[src/rtl/matrix_scan_ctrl.sv]
// Five-column 2-of-5 display scanner: holds each column for SCAN_DIV clocks and latches code/valid at every frame start.
// Optional err blinking is built only when BLINK_EN is defined (phase period BLINK_FRAMES frames).
module matrix_scan_ctrl #(
  parameter int SCAN_DIV     = 50000,
  parameter int BLINK_FRAMES = 32
) (
  input  logic       clk,
  input  logic       rst,
  input  logic       en,
  input  logic [4:0] code,
  input  logic       valid,
  output logic [4:0] col,
  output logic       col_data,
  output logic       frame_start,
  output logic       err
);

  localparam int CW = (SCAN_DIV > 2) ? $clog2(SCAN_DIV) : 1;

  if (SCAN_DIV < 2 || SCAN_DIV > (1 << 20) || BLINK_FRAMES < 1 || BLINK_FRAMES > 255) begin : g_bad_cfg
    $error("matrix_scan_ctrl: SCAN_DIV or BLINK_FRAMES out of range");
  end

  typedef enum logic {IDLE, SCAN} state_t;

  state_t        state;
  logic [CW-1:0] cnt;
  logic [2:0]    idx;
  logic [4:0]    lat_code;
  logic          lat_valid;

  logic          tc;
  logic          wrap;
  logic          cap;
  logic [2:0]    nidx;
  logic          adv_bit;
  logic          cap_err;

  assign tc      = (cnt == CW'(SCAN_DIV - 1));
  assign wrap    = tc && (idx == 3'd4);
  // A capture happens on scan entry and on every e->a wrap, never when en is low.
  assign cap     = en && ((state == IDLE) || ((state == SCAN) && wrap));
  assign nidx    = wrap ? 3'd0 : idx + 3'd1;
  assign adv_bit = lat_code[3'd4 - nidx];

`ifdef BLINK_EN
  logic [7:0] fcnt;
  logic [7:0] cap_fcnt;
  logic       blink;
  logic       cap_blink;

  // fcnt==0 marks "no invalid run in progress", so the next invalid frame restarts the phase at 1.
  always_comb begin
    cap_fcnt  = fcnt;
    cap_blink = blink;
    if (valid) begin
      cap_fcnt  = 8'd0;
      cap_blink = 1'b0;
    end else if (fcnt == 8'd0) begin
      cap_fcnt  = 8'd1;
      cap_blink = 1'b1;
    end else if (fcnt == 8'(BLINK_FRAMES)) begin
      cap_fcnt  = 8'd1;
      cap_blink = ~blink;
    end else begin
      cap_fcnt  = fcnt + 8'd1;
    end
  end

  assign cap_err = cap_blink;

  always_ff @(posedge clk) begin
    if (rst || !en) begin
      fcnt  <= 8'd0;
      blink <= 1'b0;
    end else if (cap) begin
      fcnt  <= cap_fcnt;
      blink <= cap_blink;
    end
  end
`else
  assign cap_err = ~valid;
`endif

  always_ff @(posedge clk) begin
    if (rst) begin
      state       <= IDLE;
      cnt         <= '0;
      idx         <= 3'd0;
      lat_code    <= 5'b00000;
      lat_valid   <= 1'b0;
      col         <= 5'b00000;
      col_data    <= 1'b0;
      frame_start <= 1'b0;
      err         <= 1'b0;
    end else if (!en) begin
      state       <= IDLE;
      cnt         <= '0;
      idx         <= 3'd0;
      col         <= 5'b00000;
      col_data    <= 1'b0;
      frame_start <= 1'b0;
      err         <= 1'b0;
    end else if (cap) begin
      // The captured word drives column a in the same cycle as frame_start.
      state       <= SCAN;
      cnt         <= '0;
      idx         <= 3'd0;
      lat_code    <= code;
      lat_valid   <= valid;
      col         <= 5'b10000;
      col_data    <= code[4] & valid;
      frame_start <= 1'b1;
      err         <= cap_err;
    end else begin
      frame_start <= 1'b0;
      if (tc) begin
        cnt      <= '0;
        idx      <= nidx;
        col      <= 5'b10000 >> nidx;
        col_data <= adv_bit & lat_valid;
      end else begin
        cnt <= cnt + CW'(1);
      end
    end
  end

endmodule

[config.mk]
export PLATFORM = sky130hd
export DESIGN_NAME = matrix_scan_ctrl
export DESIGN_NICKNAME = d
export VERILOG_FILES = /design/src/rtl/matrix_scan_ctrl.sv
export SDC_FILE = /design/constraint.sdc
export NUM_CORES = 1
export LEC_CHECK = 0
export BUFFER_PORTS_ARGS = -buffer_cell sky130_fd_sc_hd__buf_2
export CAP_MARGIN = 30
export CORE_MARGIN = 10
export CORE_UTILIZATION = 51
export DETAILED_ROUTE_END_ITERATION = 7
export HOLD_SLACK_MARGIN = 0.15
export PLACE_DENSITY_LB_ADDON = 0.05
export SLEW_MARGIN = 30
export SYNTH_ARGS = -nofsm -noshare
export SYNTH_HDL_FRONTEND = slang
export SYNTH_SLANG_ARGS = --single-unit
export TNS_END_PERCENT = 30
[constraint.sdc]
create_clock -name clk -period 2.4 [get_ports clk]
set_input_delay 0.24 -clock clk [delete_from_list [all_inputs] [get_ports clk]]
set_output_delay 0.24 -clock clk [all_outputs]
set_load 0.02 [all_outputs]
### After elaboration in Yosys (flattened, before gate mapping)

Index checks and enable logic that the tools add are counted.

| word-level totals | value |
|---|---|
| register bits | 34 |
| word-level logic and storage cells | 39 |
| input bits | 9 |
| output and inout bits | 8 |

| operators by class | value |
|---|---|
| bitwise operators | 5 |
| equal/unequal tests | 2 |
| order comparisons | 1 |
| reductions and logical operators | 9 |
| multiplexer cells | 8 |
| $add $sub $neg | 3 |
| shift-type cells | 1 |

Operators by type and width:

| kind | count |
|---|---|
| $add 16x1->16 const B | 1 |
| $eq 16x16->1 const B | 1 |
| $mux 5 | 2 |
| $shr 5x3->5 const A | 1 |
| $lt 3x4->1 const B | 1 |
| $mux 1 | 4 |
| $reduce_or 4->1 | 1 |
| $add 3x1->3 const B | 1 |
| $bmux 1 s3 | 1 |
| $eq 3x3->1 const B | 1 |
| $logic_and 1x1->1 | 3 |
| $mux 3 | 1 |
| $not 1->1 | 3 |
| $reduce_or 3->1 | 1 |
| $sub 3x3->3 const A | 1 |
| $and 1x1->1 | 2 |
| $reduce_and 2->1 | 1 |
| $reduce_bool 2->1 | 1 |
| $reduce_or 2->1 | 1 |
| $logic_or 1x1->1 | 1 |

### Logic depth before layout (Yosys ltp)

| logic depth | value |
|---|---|
| depth in word-level cells | 9 |
| mapped depth | 12 |
| mapped depth without buffers | 10 |

### Least setup slack after synthesis

OpenSTA, ideal clock, no wires.

| timing | value |
|---|---|
| kind | reg-to-reg |
| from | register cnt[0] |
| to | register col[4] |
| cell stages (with the launch flop) | 12 |
| clock period less this slack | 2.238 ns |
| buffers on the path | 1 |
| slack | 0.162 ns |
| required time | 2.273 ns |
| library setup time | 0.127 ns |
| arrival time | 2.110 ns |
| cell sequence | dfxtp_1 > ha_1 > and3_1 > buf_2 > and4_1 > a21oi_1 > inv_1 > ha_1 > ha_1 > or3_1 > o21ai_0 > a21oi_1 |

| on the way | value |
|---|---|
| cells in the longest elaborated chain, start to end | 6 |
| elaborated cells between the ends (all ways) | 10 |
| those cells by class | 1 x eq/ne; 1 x shift; 3 x mux; 5 x reduce/logical |

Ends and longest elaborated chain:

| what | RTL line | source |
|---|---|---|
| from (decl) | 27 | `logic [CW-1:0] cnt;` |
| from (signal assigned) | 123 | `cnt <= cnt + CW'(1);` |
| $eq 16x16->1 | 39 | `assign tc = (cnt == CW'(SCAN_DIV - 1));` |
| $logic_and 1x1->1 | 40 | `assign wrap = tc && (idx == 3'd4);` |
| $mux 3 | 43 | `assign nidx = wrap ? 3'd0 : idx + 3'd1;` |
| named net nidx[0] | 35 | `logic [2:0] nidx;` |
| $shr 5x3->5 | 120 | `col <= 5'b10000 >> nidx;` |
| $mux 5 | 117 | `if (tc) begin` |
| $mux 5 | 104 | `end else if (cap) begin` |
| to (signal assigned) | 120 |  |
| to (decl) | 12 | `output logic [4:0] col,` |

The timed path passes the listed nets, and every way through them passes these cells. The select of a mux whose other input is x is not followed.
A chain may end at the register's enable or synchronous reset.

### Worst setup path in the final report

| timing | value |
|---|---|
| from | register idx[1] |
| to | register col_data |

| on the way | value |
|---|---|
| cells in the longest elaborated chain, start to end | 9 |
| elaborated cells between the ends (all ways) | 14 |
| those cells by class | 2 x add/sub; 1 x eq/ne; 5 x mux; 1 x bitwise; 5 x reduce/logical |

Ends and longest elaborated chain:

| what | RTL line | source |
|---|---|---|
| from (decl) | 28 | `logic [2:0] idx;` |
| from (signal assigned) | 119 | `idx <= nidx;` |
| $eq 3x3->1 | 40 |  |
| $logic_and 1x1->1 | 40 |  |
| $mux 3 | 43 |  |
| named net nidx[0] | 35 |  |
| $sub 3x3->3 | 44 | `assign adv_bit = lat_code[3'd4 - nidx];` |
| $bmux 1 s3 | 44 |  |
| $mux 1 (implied by the code) | 44 |  |
| $and 1x1->1 | 121 | `col_data <= adv_bit & lat_valid;` |
| $mux 1 | 117 |  |
| $mux 1 | 104 |  |
| to (signal assigned) | 112 | `col_data <= code[4] & valid;` |
| to (signal assigned) | 121 |  |
| to (decl) | 13 | `output logic col_data,` |

The timed path passes the listed nets, and every way through them passes these cells. The select of a mux whose other input is x is not followed.

==> PnR_summary.wiki <==
{| class="wikitable"
! Metric !! Value
|-
| Core Region || around 3000 sq um
|-
| Clock transition at the register clock pins on the worst setup and hold paths after CTS || 0.10 ns
|-
| Number of placement rows || 20
|-
| # clock sinks || 34
|-
| Area of the die || 5770 sq um
|-
| Worst Skew || around 0.0095 ns
|-
| H-tree depth || 2
|-
| Drc violations || 0
|-
| Outcome || complete, no violations
|-
| Cells along the critical path || inv_1, ha_1, and2_2, a21oi_1, inv_1, ha_1, mux2i_1, mux2_2, a211oi_2
|-
| Average footprint of a synthesized cell || 8.72 sq um
|-
| Global-route usage over all layers || 11.8%
|-
| Detailed-route wire length on metal 1 || approximately 1700 um
|-
| Setup TNS || 0 ns
|-
| Simple-gate area share of the yosys netlist || between 20% and 30%
|-
| Worst-case setup slack after placement || approximately 0.14 ns
|-
| First-pass GRT wire length || ~5700 um
|-
| Class of the tightest hold or removal check || in2reg
|-
| Arr. time, crit path || between 2 and 3 ns
|-
| Top fanout value on the critical path || 5
|-
| Ranking of synthesized cells by area || sky130_fd_sc_hd__dfxtp_1 (43%), sky130_fd_sc_hd__ha_1 (7.1%), sky130_fd_sc_hd__nor2_1 (5.9%), sky130_fd_sc_hd__nand3_1 (5.6%), sky130_fd_sc_hd__a21oi_1 (5.3%)
|-
| Critical path type || reg2reg
|-
| Leading cell type in the layout, fill and taps excluded || sky130_fd_sc_hd__dfxtp_1
|-
| P per Cell Area || 511 nW/um^2
|-
| Launch instance of the worst register-to-register path || idx[1]
|-
| Maximum clock frequency || about 440 MHz
|-
| Initial antenna violation count || 0
|-
| # IOs || 17
|-
| Worst vdd ir || ~0.00042 V
|-
| Share of synthesized registers carrying an async set or reset || 0%
|-
| Period utilisation layout || a little over nine tenths
|-
| Largest buffer count on any clock path || 2
|-
| Number of DRC markers after the initial detailed-route iteration || 86
|-
| Number of global-route vias before repair || between 1000 and 1500
|-
| Count of fill cells added during filler insertion || approximately 290
|-
| Worst Setup End Kind || register
|-
| Cell variety after synth || 33
|-
| DR vias || between 1000 and 1500
|-
| Share of the core filled with cells || 61.0%
|-
| Most area-hungry cell type in the Yosys netlist || sky130_fd_sc_hd__dfxtp_1
|-
| Fraction of final layout cells sized beyond drive strength 1 || 16.6%
|-
| Number of warnings printed during yosys synthesis || 0
|-
| Synthesized-area fraction occupied by ao, oa, aoi and oai cells || between 10% and 20%
|-
| Number of failing hold endpoints at the final stage || 0
|-
| Number of cells on the worst reg-to-reg path || 9
|-
| Cell family with the largest share of critical-path delay || adder cells
|-
| LEAKAGE || ~0.73 nW
|-
| Post-DP HPWL || 2480 um
|-
| Number of antenna-violating nets in the routed design || 0
|-
| Number of optimization iterations in the first detailed-route pass || 4
|-
| Worst hold start || code[4]
|-
| Clock tree root buffer cell || sky130_fd_sc_hd__clkbuf_4
|-
| Final critical-path required period || 2.26 ns
|-
| Net count of the finished layout || 230
|-
| Final weighted congestion in routability-driven placement || between 0.8 and 0.9
|-
| Maximum number of pins on one net before global-route repair || 15
|-
| Endpoint of the worst hold path || lat_code[4]
|-
| Commonest register cell after synthesis || sky130_fd_sc_hd__dfxtp_1
|-
| Height of the chip || between 70 and 80 um
|-
| Sum of routed wire length over all layers || between 3000 and 4000 um
|-
| Actual transition at the worst max-transition pin || ~0.6 ns
|-
| Syn nets || between 200 and 250
|-
| Bufs and invs on worst path || 2
|-
| CP max stage cell || sky130_fd_sc_hd__dfxtp_1
|-
| Reg2Reg Capture Point || col_data
|-
| Total length of routed met3 wires || 144 um
|-
| Detail-routed net length per standard cell || 13.7 um
|-
| Vias/cell || 5.27
|-
| CTS tree || built
|-
| Effective utilization at floorplan || between 50% and 60%
|-
| Post-synthesis sequential element count || 34
|-
| Cell Area, Synth || 1600 sq um
|-
| Diode insertion count for antenna repair || 0
|-
| Gate count after technology mapping || about 180
|-
| Post-synthesis share of cell area spent on full adders, half adders and majority gates || under 10%
|-
| Slowest cell delay on critical path || approximately 0.39 ns
|-
| Final number of setup-violating endpoints || 0
|-
| Required arrival time at the worst endpoint || around 2.7 ns
|-
| Routed length on met2 || 1610 um
|-
| Count of flip-flops with a built-in enable after synthesis || 0
|-
| Number of buffers added on ports || 16
|-
| Number of CTS-inserted buffers || 5
|-
| Max Transition Viols Final || 0
|-
| Area Overhead vs Synth || 15.8%
|-
| Dominant combinational cell family by area after synthesis || simple AND/OR/NAND/NOR gates
|-
| Number of post-CTS setup repair buffers || 0
|-
| Sequential share of the synthesized area || a little over two fifths
|-
| Commonest cells after routing, fill and taps aside || sky130_fd_sc_hd__dfxtp_1 (34), sky130_fd_sc_hd__nor2_1 (25), sky130_fd_sc_hd__nand3_1 (18)
|-
| Top Layer Used || met4
|-
| Worst Hold Depth || 3
|-
| Clock latency reported for the late side of the worst-skew pair || 0.33 ns
|-
| Final hold slack || roughly 0.18 ns
|-
| Count of maximum capacitance violations || 0
|-
| Area fraction of the dominant cell type after synthesis || around 43%
|-
| Fraction of synthesized cell area in xor and xnor cells || 7.68%
|-
| Slack of the critical path || approximately 0.14 ns
|-
| DIE WIDTH || between 70 and 80 um
|-
| Worst setup SP type || register
|-
| Portion of netlist area occupied by mux cells || under 10%
|-
| GR Overflow Total || 0
|-
| Flop-to-flop setup slack || 0.14 ns
|-
| Rel. slew slack || 59.7%
|}
## report_power, final
group	switching, mW	total [mW]	internal [mW]
Combinational	0.0315	0.0566	0.0251
Sequential	0.00605	0.580	0.574
Clock	0.177	0.309	0.132
Total	0.214	0.945	0.731
## timing repair
action	in CTS	in global routing
hold endpoints to repair	6	0
endpoints found under the setup margin	0	1
hold buffers	5	0
resized for setup	0	2
## per-layer routing
layer | up-vias | GRT usage [%]
met5 | - | 0
met4 | 0 | 3.98
met3 | 6 | 4.83
met2 | 26 | 18.5
met1 | 621 | 14.1
li1 | 691 | -
## layout make-up
type	count	area [sq um]	area share (%)
multi-input cells	137	863	46.7
flip-flops and latches	34	681	36.8
repair buffers	26	168	9.07
well taps	44	55.1	2.98
clock buffers	6	51.3	2.78
inverters	8	30.0	1.62
## registers in the layout, summed over array words and instances (netlist names)
signal,flops
cnt,16
col,5
lat_code,5
idx,3
col_data,1
err,1
frame_start,1
lat_valid,1
state,1
## kinds of logic after synthesis
kind of cell / Yosys count
simple gates: 75
compound gates: 36
flops: 34
xor+xnor: 14
buf+inv: 12
fa+ha+maj: 9
mux: 3
## worst max-delay path by stage
stage                start        to  slack (ns)  cells past startpoint
finish              idx[1]  col_data        0.14                      9
global route        cnt[4]  col_data       -0.01                      9
CTS                 cnt[0]  col_data        0.12                      9
global placement    cnt[0]    col[4]        0.23                     10
detailed placement  cnt[0]  col_data        0.14                      9
floorplan           cnt[0]    col[4]        0.16                     11
## Yosys cell counts (2+ instances only)
| cell | instances |
|---|---|
| sky130_fd_sc_hd__a21oi_1 | 17 |
| sky130_fd_sc_hd__a22o_1 | 3 |
| sky130_fd_sc_hd__ha_1 | 9 |
| sky130_fd_sc_hd__nor3_1 | 4 |
| sky130_fd_sc_hd__xnor2_1 | 8 |
| sky130_fd_sc_hd__o21ai_0 | 12 |
| sky130_fd_sc_hd__nand2b_1 | 3 |
| sky130_fd_sc_hd__xor2_1 | 6 |
| sky130_fd_sc_hd__and3_1 | 4 |
| sky130_fd_sc_hd__nand2_1 | 10 |
| sky130_fd_sc_hd__nand3_1 | 18 |
| sky130_fd_sc_hd__or3_1 | 2 |
| sky130_fd_sc_hd__dfxtp_1 | 34 |
| sky130_fd_sc_hd__buf_2 | 2 |
| sky130_fd_sc_hd__mux2i_1 | 2 |
| sky130_fd_sc_hd__inv_1 | 8 |
| sky130_fd_sc_hd__nor2_1 | 25 |
## worst reg2reg max path: stages, from the launching register on
cell and delay [ns]:
sky130_fd_sc_hd__dfxtp_1 0.39, sky130_fd_sc_hd__inv_1 0.08, sky130_fd_sc_hd__ha_1 0.24, sky130_fd_sc_hd__and2_2 0.25
sky130_fd_sc_hd__a21oi_1 0.19, sky130_fd_sc_hd__inv_1 0.06, sky130_fd_sc_hd__ha_1 0.36, sky130_fd_sc_hd__mux2i_1 0.16
sky130_fd_sc_hd__mux2_2 0.28, sky130_fd_sc_hd__a211oi_2 0.19
## metrics by stage
| step | cells | area [sq um] | total power [mW] |
|---|---|---|---|
| after global placement | 244 | 1740 | 0.641 |
| after CTS | 255 | 1850 | 0.958 |
| after detailed placement | 244 | 1740 | 0.643 |
| after global routing | 255 | 1850 | 0.988 |
| after floorplan | 183 | 1600 | 0.624 |
| final | 255 | 1850 | 0.945 |
(Power assumes the default switching activity.)
